$ cat src/rtl/stopwatch_ctrl_pkg.sv
// -----------------------------------------------------------------------------
// stopwatch_ctrl_pkg
// Shared definitions for the stopwatch controller:
//   - sw_state_t      : 2-bit FSM state encoding (IDLE, RUN, PAUSE, LAP)
//   - DIGIT_W         : width of one BCD display digit
//   - BCD_MAX_UNITS   : terminal count of a units digit (9)
//   - BCD_MAX_TENS    : terminal count of a tens digit (5)
//   - bcd_next()      : value a BCD digit takes when it is enabled
// -----------------------------------------------------------------------------
package stopwatch_ctrl_pkg;

    typedef enum logic [1:0] {
        ST_IDLE  = 2'd0,
        ST_RUN   = 2'd1,
        ST_PAUSE = 2'd2,
        ST_LAP   = 2'd3
    } sw_state_t;

    localparam int unsigned DIGIT_W = 4;

    localparam logic [DIGIT_W-1:0] BCD_MAX_UNITS = 4'd9;
    localparam logic [DIGIT_W-1:0] BCD_MAX_TENS  = 4'd5;

    // At or beyond terminal count the digit wraps to 0, so a corrupted
    // out-of-range value recovers on its next enable instead of counting on.
    function automatic logic [DIGIT_W-1:0] bcd_next(input logic [DIGIT_W-1:0] digit,
                                                     input logic [DIGIT_W-1:0] max);
        return (digit >= max) ? '0 : digit + 1'b1;
    endfunction

endpackage

$ cat src/rtl/stopwatch_ctrl_digit.sv
// -----------------------------------------------------------------------------
// bcd_digit_counter
// One BCD digit of the stopwatch cascade, counting 0..MAX.
// Ports:
//   clk    : system clock, rising edge
//   clear  : asynchronous active-high clear, forces digit to 0
//   en     : count enable (tick or carry from the lower digit)
//   digit  : current digit value
//   carry  : combinational, high when enabled at terminal count, so every
//            digit in the chain wraps on the same edge
// -----------------------------------------------------------------------------
module bcd_digit_counter
    import stopwatch_ctrl_pkg::*;
#(
    parameter logic [DIGIT_W-1:0] MAX = BCD_MAX_UNITS
) (
    input  logic               clk,
    input  logic               clear,
    input  logic               en,
    output logic [DIGIT_W-1:0] digit,
    output logic               carry
);

    assign carry = en && (digit >= MAX);

    always_ff @(posedge clk or posedge clear) begin
        if (clear) begin
            digit <= '0;
        end else if (en) begin
            digit <= bcd_next(digit, MAX);
        end
    end

endmodule

$ cat src/rtl/stopwatch_ctrl.sv
// -----------------------------------------------------------------------------
// stopwatch_ctrl
// MM:SS stopwatch with run/pause, lap freeze and zeroing.
// Ports:
//   clk            : system clock, rising edge
//   clear          : asynchronous active-high reset of the whole block
//   start_stop     : one-cycle pulse, toggles running/paused
//   lap_reset      : one-cycle pulse; lap freeze/unfreeze while running,
//                    zero the count while paused
//   sec_u, sec_t,
//   min_u, min_t   : BCD display digits (live count, or lap snapshot in LAP)
//   running        : high in RUN and LAP
//   lap_active     : high in LAP
//   rollover       : one-cycle pulse aligned with the 59:59 -> 00:00 wrap
// -----------------------------------------------------------------------------
module stopwatch_ctrl
    import stopwatch_ctrl_pkg::*;
#(
    parameter int unsigned CLK_PER_TICK = 50_000_000
) (
    input  logic       clk,
    input  logic       clear,
    input  logic       start_stop,
    input  logic       lap_reset,
    output logic [3:0] sec_u,
    output logic [3:0] sec_t,
    output logic [3:0] min_u,
    output logic [3:0] min_t,
    output logic       running,
    output logic       lap_active,
    output logic       rollover
);

    localparam int unsigned PRESC_W = (CLK_PER_TICK > 1) ? $clog2(CLK_PER_TICK) : 1;
    localparam logic [PRESC_W-1:0] PRESC_LAST = PRESC_W'(CLK_PER_TICK - 1);

    sw_state_t          state, state_next;
    logic               armed;
    logic               ss_eff;
    logic [PRESC_W-1:0] presc;
    logic               counting;
    logic               tick;
    logic               zero_q;
    logic               digit_clear;

    logic [DIGIT_W-1:0] live_su, live_st, live_mu, live_mt;
    logic [DIGIT_W-1:0] snap_su, snap_st, snap_mu, snap_mt;
    logic               carry_su, carry_st, carry_mu, carry_mt;

    // ---------------------------------------------------------------- FSM
    // NOTE: sequential state uses non-blocking assignments so every flop
    // samples pre-edge values regardless of process evaluation order.
    always_ff @(posedge clk or posedge clear) begin
        if (clear) begin
            state <= ST_IDLE;
            armed <= 1'b0;
        end else begin
            state <= state_next;
            armed <= 1'b1;
        end
    end

    // start_stop is masked on the first edge after clear releases, so a
    // pulse overlapping reset release cannot start the watch.
    assign ss_eff = start_stop && armed;

    // NOTE: the default assignment first keeps this combinational process
    // from inferring a latch on paths that do not assign state_next.
    always_comb begin
        state_next = state;
        unique case (state)
            ST_IDLE:  if (ss_eff) state_next = ST_RUN;
            ST_RUN:   if (ss_eff) state_next = ST_PAUSE;
                      else if (lap_reset) state_next = ST_LAP;
            ST_PAUSE: if (ss_eff) state_next = ST_RUN;
                      else if (lap_reset) state_next = ST_IDLE;
            ST_LAP:   if (ss_eff) state_next = ST_PAUSE;
                      else if (lap_reset) state_next = ST_RUN;
            default:  state_next = ST_IDLE;
        endcase
    end

    always_comb begin
        running    = 1'b0;
        lap_active = 1'b0;
        sec_u      = live_su;
        sec_t      = live_st;
        min_u      = live_mu;
        min_t      = live_mt;
        unique case (state)
            ST_RUN:  running = 1'b1;
            ST_LAP: begin
                running    = 1'b1;
                lap_active = 1'b1;
                sec_u      = snap_su;
                sec_t      = snap_st;
                min_u      = snap_mu;
                min_t      = snap_mt;
            end
            default: ;
        endcase
    end

    // ---------------------------------------------------------- prescaler
    assign counting = (state == ST_RUN) || (state == ST_LAP);
    assign tick     = counting && (presc == PRESC_LAST);

    always_ff @(posedge clk or posedge clear) begin
        if (clear) begin
            presc <= '0;
        end else if (state == ST_IDLE) begin
            presc <= '0;
        end else if (counting) begin
            presc <= tick ? '0 : presc + 1'b1;
        end
    end

    // -------------------------------------------------------- digit chain
    // Zeroing from PAUSE reuses the digits' clear input. The request is
    // registered so the clear stays glitch-free; the digits drop to 0 right
    // after the PAUSE->IDLE edge and stay there, since nothing enables them
    // in IDLE.
    always_ff @(posedge clk or posedge clear) begin
        if (clear) begin
            zero_q <= 1'b0;
        end else begin
            zero_q <= (state == ST_PAUSE) && (state_next == ST_IDLE);
        end
    end

    assign digit_clear = clear || zero_q;

    bcd_digit_counter #(.MAX(BCD_MAX_UNITS)) u_sec_u (
        .clk(clk), .clear(digit_clear), .en(tick),     .digit(live_su), .carry(carry_su)
    );
    bcd_digit_counter #(.MAX(BCD_MAX_TENS)) u_sec_t (
        .clk(clk), .clear(digit_clear), .en(carry_su), .digit(live_st), .carry(carry_st)
    );
    bcd_digit_counter #(.MAX(BCD_MAX_UNITS)) u_min_u (
        .clk(clk), .clear(digit_clear), .en(carry_st), .digit(live_mu), .carry(carry_mu)
    );
    bcd_digit_counter #(.MAX(BCD_MAX_TENS)) u_min_t (
        .clk(clk), .clear(digit_clear), .en(carry_mu), .digit(live_mt), .carry(carry_mt)
    );

    // Registered so the pulse lines up with the 00:00 value.
    always_ff @(posedge clk or posedge clear) begin
        if (clear) begin
            rollover <= 1'b0;
        end else begin
            rollover <= carry_mt;
        end
    end

    // ----------------------------------------------------- lap snapshot
    // Loaded with the post-edge live value so a tick landing on the
    // RUN->LAP edge is included in the frozen display.
    always_ff @(posedge clk or posedge clear) begin
        if (clear) begin
            snap_su <= '0;
            snap_st <= '0;
            snap_mu <= '0;
            snap_mt <= '0;
        end else if ((state == ST_RUN) && (state_next == ST_LAP)) begin
            snap_su <= tick     ? bcd_next(live_su, BCD_MAX_UNITS) : live_su;
            snap_st <= carry_su ? bcd_next(live_st, BCD_MAX_TENS)  : live_st;
            snap_mu <= carry_st ? bcd_next(live_mu, BCD_MAX_UNITS) : live_mu;
            snap_mt <= carry_mu ? bcd_next(live_mt, BCD_MAX_TENS)  : live_mt;
        end
    end

endmodule

$ cat config.mk
export PLATFORM = sky130hd
export DESIGN_NAME = stopwatch_ctrl
export DESIGN_NICKNAME = d
export VERILOG_FILES = /design/src/rtl/stopwatch_ctrl_pkg.sv /design/src/rtl/stopwatch_ctrl_digit.sv /design/src/rtl/stopwatch_ctrl.sv
export SDC_FILE = /design/constraint.sdc
export NUM_CORES = 1
export LEC_CHECK = 0
export BUFFER_PORTS_ARGS = -buffer_cell sky130_fd_sc_hd__buf_4
export CORE_MARGIN = 2
export CORE_UTILIZATION = 30
export CTS_CLUSTER_DIAMETER = 100
export DETAILED_ROUTE_END_ITERATION = 6
export GPL_TIMING_DRIVEN = 0
export SYNTH_ARGS = -nofsm -noshare
export SYNTH_HDL_FRONTEND = slang
export SYNTH_HIERARCHICAL = 1
export SYNTH_SLANG_ARGS = --single-unit
$ cat constraint.sdc
create_clock -name clk -period 2 [get_ports clk]
set_input_delay 0.3 -clock clk [delete_from_list [all_inputs] [get_ports clk]]
set_output_delay 0.3 -clock clk [all_outputs]
set_load 0.02 [all_outputs]
# After elaboration in Yosys (flattened, before gate mapping)
# Cells that the tools add are included.
op_classes:
  n_addsub: 5
  order_cmp: 4
  eq_ne: 5
  muxes: 25
  n_reduce_logical: 14
op_table:
  columns: ["op", "n"]
  rows:
  - ["$mux 26", 3]
  - ["$mux 4", 12]
  - ["$add 26x1->26 const B", 1]
  - ["$eq 26x26->1 const B", 1]
  - ["$add 4x1->4 const B", 4]
  - ["$mux 2", 7]
  - ["$ge 4x3->1 const B", 2]
  - ["$ge 4x4->1 const B", 2]
  - ["$logic_and 1x1->1", 8]
  - ["$pmux 2 s4", 1]
  - ["$eq 2x2->1 const B", 3]
  - ["$logic_not 2->1", 2]
  - ["$eq 2x1->1 const B", 1]
  - ["$logic_or 1x1->1", 2]
  - ["$mux 1", 2]
  - ["$reduce_bool 2->1", 1]
  - ["$reduce_or 2->1", 1]
totals:
  regBits: 63
  inputBits: 4
  out_inout_bits: 19
  elab_cells: 66

# Logic depth before layout (Yosys ltp)
depth:
  ltp_word: 7
  depth_mapped: 15
  depth_no_buf: 11

# Hierarchy
# The synthesis kept the hierarchy.
modules_own_cells:
  columns: ["mod", "instances", "cells_each", "area_each_um2"]
  rows:
  - ["stopwatch_ctrl", 1, 358, 2965.3]
  - ["bcd_digit_counter (u_min_t ...)", 2, 26, 264.0]
  - ["bcd_digit_counter (u_min_u ...)", 2, 28, 244.0]

# Worst setup path before layout
# No wires, ideal clock.
synth_timing:
  path_kind: "reg2reg"
  startpoint: "register presc[0]"
  endpoint: "register u_min_t.digit[0]"
  setup_ns: 0.125
  arrival_time_ns: 3.109
  required_ns: 1.875
  path_slack_ns: -1.233
  stages_incl_launch_ff: 14
  synth_period_minus_slack_ns: 3.233
  path_cell_list: "dfrtp_1 -> ha_1 -> and3_1 -> buf_2 -> nand3_1 -> nor4_1 -> clkbuf_2 -> and2_1 -> clkbuf_2 -> nor2b_1 -> clkbuf_2 -> and2_1 -> clkbuf_2 -> mux2_2"
synth_via:
  elab_chain_len: 6
synth_lines:
  columns: ["item", "line", "text"]
  rows:
  - ["start, declared", "stopwatch_ctrl.sv:40", "logic [PRESC_W-1:0] presc;"]
  - ["start signal, assigned", "stopwatch_ctrl.sv:114", "presc <= tick ? '0 : presc + 1'b1;"]
  - ["$eq 26x26->1", "stopwatch_ctrl.sv:106", "assign tick = counting && (presc == PRESC_LAST);"]
  - ["$logic_and 1x1->1", "stopwatch_ctrl.sv:106", null]
  - ["named net tick", "stopwatch_ctrl.sv:42", "logic tick;"]
  - ["$logic_and 1x1->1", "stopwatch_ctrl_digit.sv:24", "assign carry = en && (digit >= MAX);"]
  - ["named net carry_su", "stopwatch_ctrl.sv:48", "logic carry_su, carry_st, carry_mu, carry_mt;"]
  - ["$logic_and 1x1->1", "stopwatch_ctrl_digit.sv:24", null]
  - ["named net carry_st", "stopwatch_ctrl.sv:48", null]
  - ["$logic_and 1x1->1", "stopwatch_ctrl_digit.sv:24", null]
  - ["named net carry_mu", "stopwatch_ctrl.sv:48", null]
  - ["$mux 4", null, null]
  - ["end signal, assigned", "stopwatch_ctrl_digit.sv:30", "digit <= bcd_next(digit, MAX);"]
  - ["end, declared", "stopwatch_ctrl_digit.sv:20", "output logic [DIGIT_W-1:0] digit,"]
# The timed path passes the listed nets, and every way through them passes these cells.
# A chain may end at the register's enable or synchronous reset.

# Worst setup path in the final report
layout_timing:
  startpoint: "register presc[8]"
  endpoint: "register u_min_t.digit[0]"
# The elaborated chain is that of the path after synthesis.

==> results.cfg <==
[layout]
seq_area_sq_mm = 0.00158
layout_commonest_cell = nand2_1
drive_above_1_share_pct = 27.2
syn2layout_area_growth_pct = 31.5
antenna_cells = 0
final_cell_mix = nand2_1 (63), dfrtp_1 (58), buf_4 (57)
fin_area_sq_mm = 0.00523
multiInputGateArea_sq_mm = 0.00239
nets = 561
fillers = 1293

[cts]
cts-root-buf = clkbuf_16
cts_made_buffers = 9
htree_levels = 3
clock_latency_ns = 0.33
clockBufferDepth = 2
clock-sinks = 63
clk_pin_slew_ns = 0.06
cts_tree = built

[routing]
wl_per_cell_um = 14.1
ant_nets = 0
drc = 0
drtPass1Iterations = 4
vias_per_cell = 5.07
vias = 3611
drtIter0Drc = 226
totalWireLength_mm = 10.1

[floorplanning]
dieArea_sq_mm = 0.0142
die_h_um = 119
core_area_sq_mm = 0.0131
die_x_um = 119
rows = 42
start_util_pct = 30.4
pin_count = 23

[global_route]
grt_pass1_wl_mm = 17.4
overflow = 0
grt_use_total_pct = 15.2
grt_pass1_vias = 3646
grt_antenna_before_repair = 0
grt_max_degree = 30

[timing]
holdWs_ns = 0.214
post-route-min-period_ns = 2.42
slew_viol_final = 0
finalHoldViolCount = 0
max_slew.worst_pin.slew_ns = 0.646
fin_crit_sh_pct = 121
setup_viol = 20
fin_worst_skew_ns = 0.00706
rsz0062_at_grt = true
maxSlewHeadroom_pct = 56.9
worst_slack_ns = -0.417
fmax_ghz = 0.414

[flow_run]
cap_violations = 0

[placed_design]
dpl_worst_slack_ns = -1.19
hpwl_mm = 6.73
place_area_sq_mm = 0.00447
io_buffers = 22
gp_congestion = 0.821

[power_and_ir_drop]
irDropWorstVdd_uv = 552
power_density_mw_per_mm2 = 812
switching_share_pct = 32.5
p_int_uw = 2870
p_leak_uw = 0.00223
comb_power_share_pct = 26.6
pwr-share-seq_pct = 34.4
power_frac_clock_pct = 39.1
power.total_uw = 4250
p_sw_uw = 1380

[synthesis]
synth.distinct_cells = 51
synthCells = 466
synth_edf_count = 0
syn_avg_cell_area_sq_um = 8.54
ys_warn_count = 6
syn_area_sq_mm = 0.00398
syn_nets = 496
ys_ff_latch = 63
yosysSeqAreaShare_pct = 39.6
synth_async_sr_flop_share_pct = 100
synth_flop_cell = dfrtp_1

[hold_path]
min_path_type = in -> reg

[critical_path]
worst-r2r-setup-slack_ns = -0.42
critPathCaptureType = register
crit_type = reg -> reg
critPathSlowestCell = dfrtp_1
path_max_fanout = 8
cp.arrival_ns = 2.63
required_ns = 2.22
max_stage_delay_ns = 0.35
crit_chain = buf_2 > nor2_1 > nand3_1 > nor4_2 > buf_4 > and2_4 > buf_8 > nor2b_4 > clkbuf_8 > and2_4 > buf_8 > mux2_4
start_kind = register

[status]
violations = negative setup slack
status = complete, but fails checks
[critical path, delay by kind of cell, from the launching register on]
kind	cells	cell delay [ns]
buf+inv	5	0.68
mux	1	0.29
simple gates	6	0.98
flops	1	0.35
[path summary, 6_finish.rpt]
path | startpoint | end | depth (start not counted)
max in group asynchronous | clear | presc[14]$_DFFE_PP0P_ | 4
min in group asynchronous | zero_q$_DFF_PP0_ | u_sec_t/digit[1]$_DFFE_PP0P_ | 2
min reg2reg | snap_mu[3]$_DFFE_PP0P_ | snap_mu[3]$_DFFE_PP0P_ | 2
max | presc[8]$_DFFE_PP0P_ | u_min_t/digit[0]$_DFFE_PP0P_ | 12
max reg2reg | presc[8]$_DFFE_PP0P_ | u_min_t/digit[0]$_DFFE_PP0P_ | 12
min | lap_reset | zero_q$_DFF_PP0_ | 2
[power groups by stage]
stage	logic, uW	registers [uW]	clock network (uW)
after floorplan	629	1460	0
after global placement	938	1480	0
after detailed placement	951	1480	0
after CTS	1120	1460	1680
after global routing	1240	1480	1750
final	1130	1460	1660
[registers in the layout, summed over array words and instances (netlist names)]
register	count
state	2
u_min_t/digit	4
snap_su	4
u_min_u/digit	4
rollover	1
armed	1
snap_mt	4
presc	26
zero_q	1
u_sec_u/digit	4
u_sec_t/digit	4
snap_st	4
snap_mu	4
[kinds of logic after synthesis]
logic type | after synthesis | synth area share (%)
buffers and inverters | 57 | 5.78
adders and majority gates | 26 | 8.17
AOI/OAI and AO/OA | 94 | 14.1
muxes | 13 | 3.58
other | 1 | 0.0942
and+or+nand+nor | 200 | 26.1
DFF | 63 | 39.6
xor gates and xnor gates | 12 | 2.64
[repair_timing]
item	in CTS	in global routing
resized for setup	36	29
setup buffers	31	4
hold buffers	1	0
setup endpoints to repair	69	52
hold endpoints to repair	18	0
pin swaps	7	9
[synthesized netlist by cell type (all sizes together) (2+ instances only)]
cell	n	share of area, %
a21o	2	0.38
xnor2	6	1.3
nand4	18	3.1
o22ai	6	0.94
nor4b	2	0.44
or2	3	0.47
or3b	3	0.66
a22o	2	0.44
o221ai	2	0.44
nand2b	6	1.3
buf	8	1.0
a21oi	18	2.4
clkbuf	13	1.4
a211oi	2	0.63
nand2	67	6.3
inv	35	3.3
and4	3	0.66
o21ai	46	5.8
dfrtp	63	40
mux2i	3	0.75
mux2	10	2.8
nand3	33	4.1
or2b	2	0.38
nor3	5	0.63
o31ai	3	0.57
and3	7	1.1
nor2b	5	0.79
o311ai	4	0.88
ha	26	8.2
nor4	5	0.94
or3	9	1.4
nor2	25	2.4
xor2	6	1.3
a31oi	5	0.79
nand3b	3	0.57
and2	2	0.31
a31o	2	0.44
[layout make-up]
| cell class | instances | share of cell area [%] |
|---|---|---|
| Sequential cell | 63 | 30.2 |
| Buffer | 18 | 2.73 |
| Multi-Input combinational cell | 346 | 45.6 |
| Timing Repair Buffer | 57 | 8.68 |
| Clock buffer | 12 | 4.52 |
| Inverter | 36 | 2.68 |
| Tap cell | 176 | 4.21 |
| Clock inverter | 4 | 1.34 |
[metal layers]
layer	routed length, um	track usage, %
met5	0	0
met4	200	6.40
met3	422	3.78
met2	4850	24.8
met1	4590	19.1
[stage by stage]
stage               setup TNS (ns)  util [%]  cells
global placement            -29.13      34.0    664
CTS                          -7.23      39.2    710
global route                 -8.75      40.0    712
finish                       -5.90      40.0    712
floorplan                    -9.48         -    466
detailed placement          -24.46      34.1    665
(Power assumes the default switching activity.)
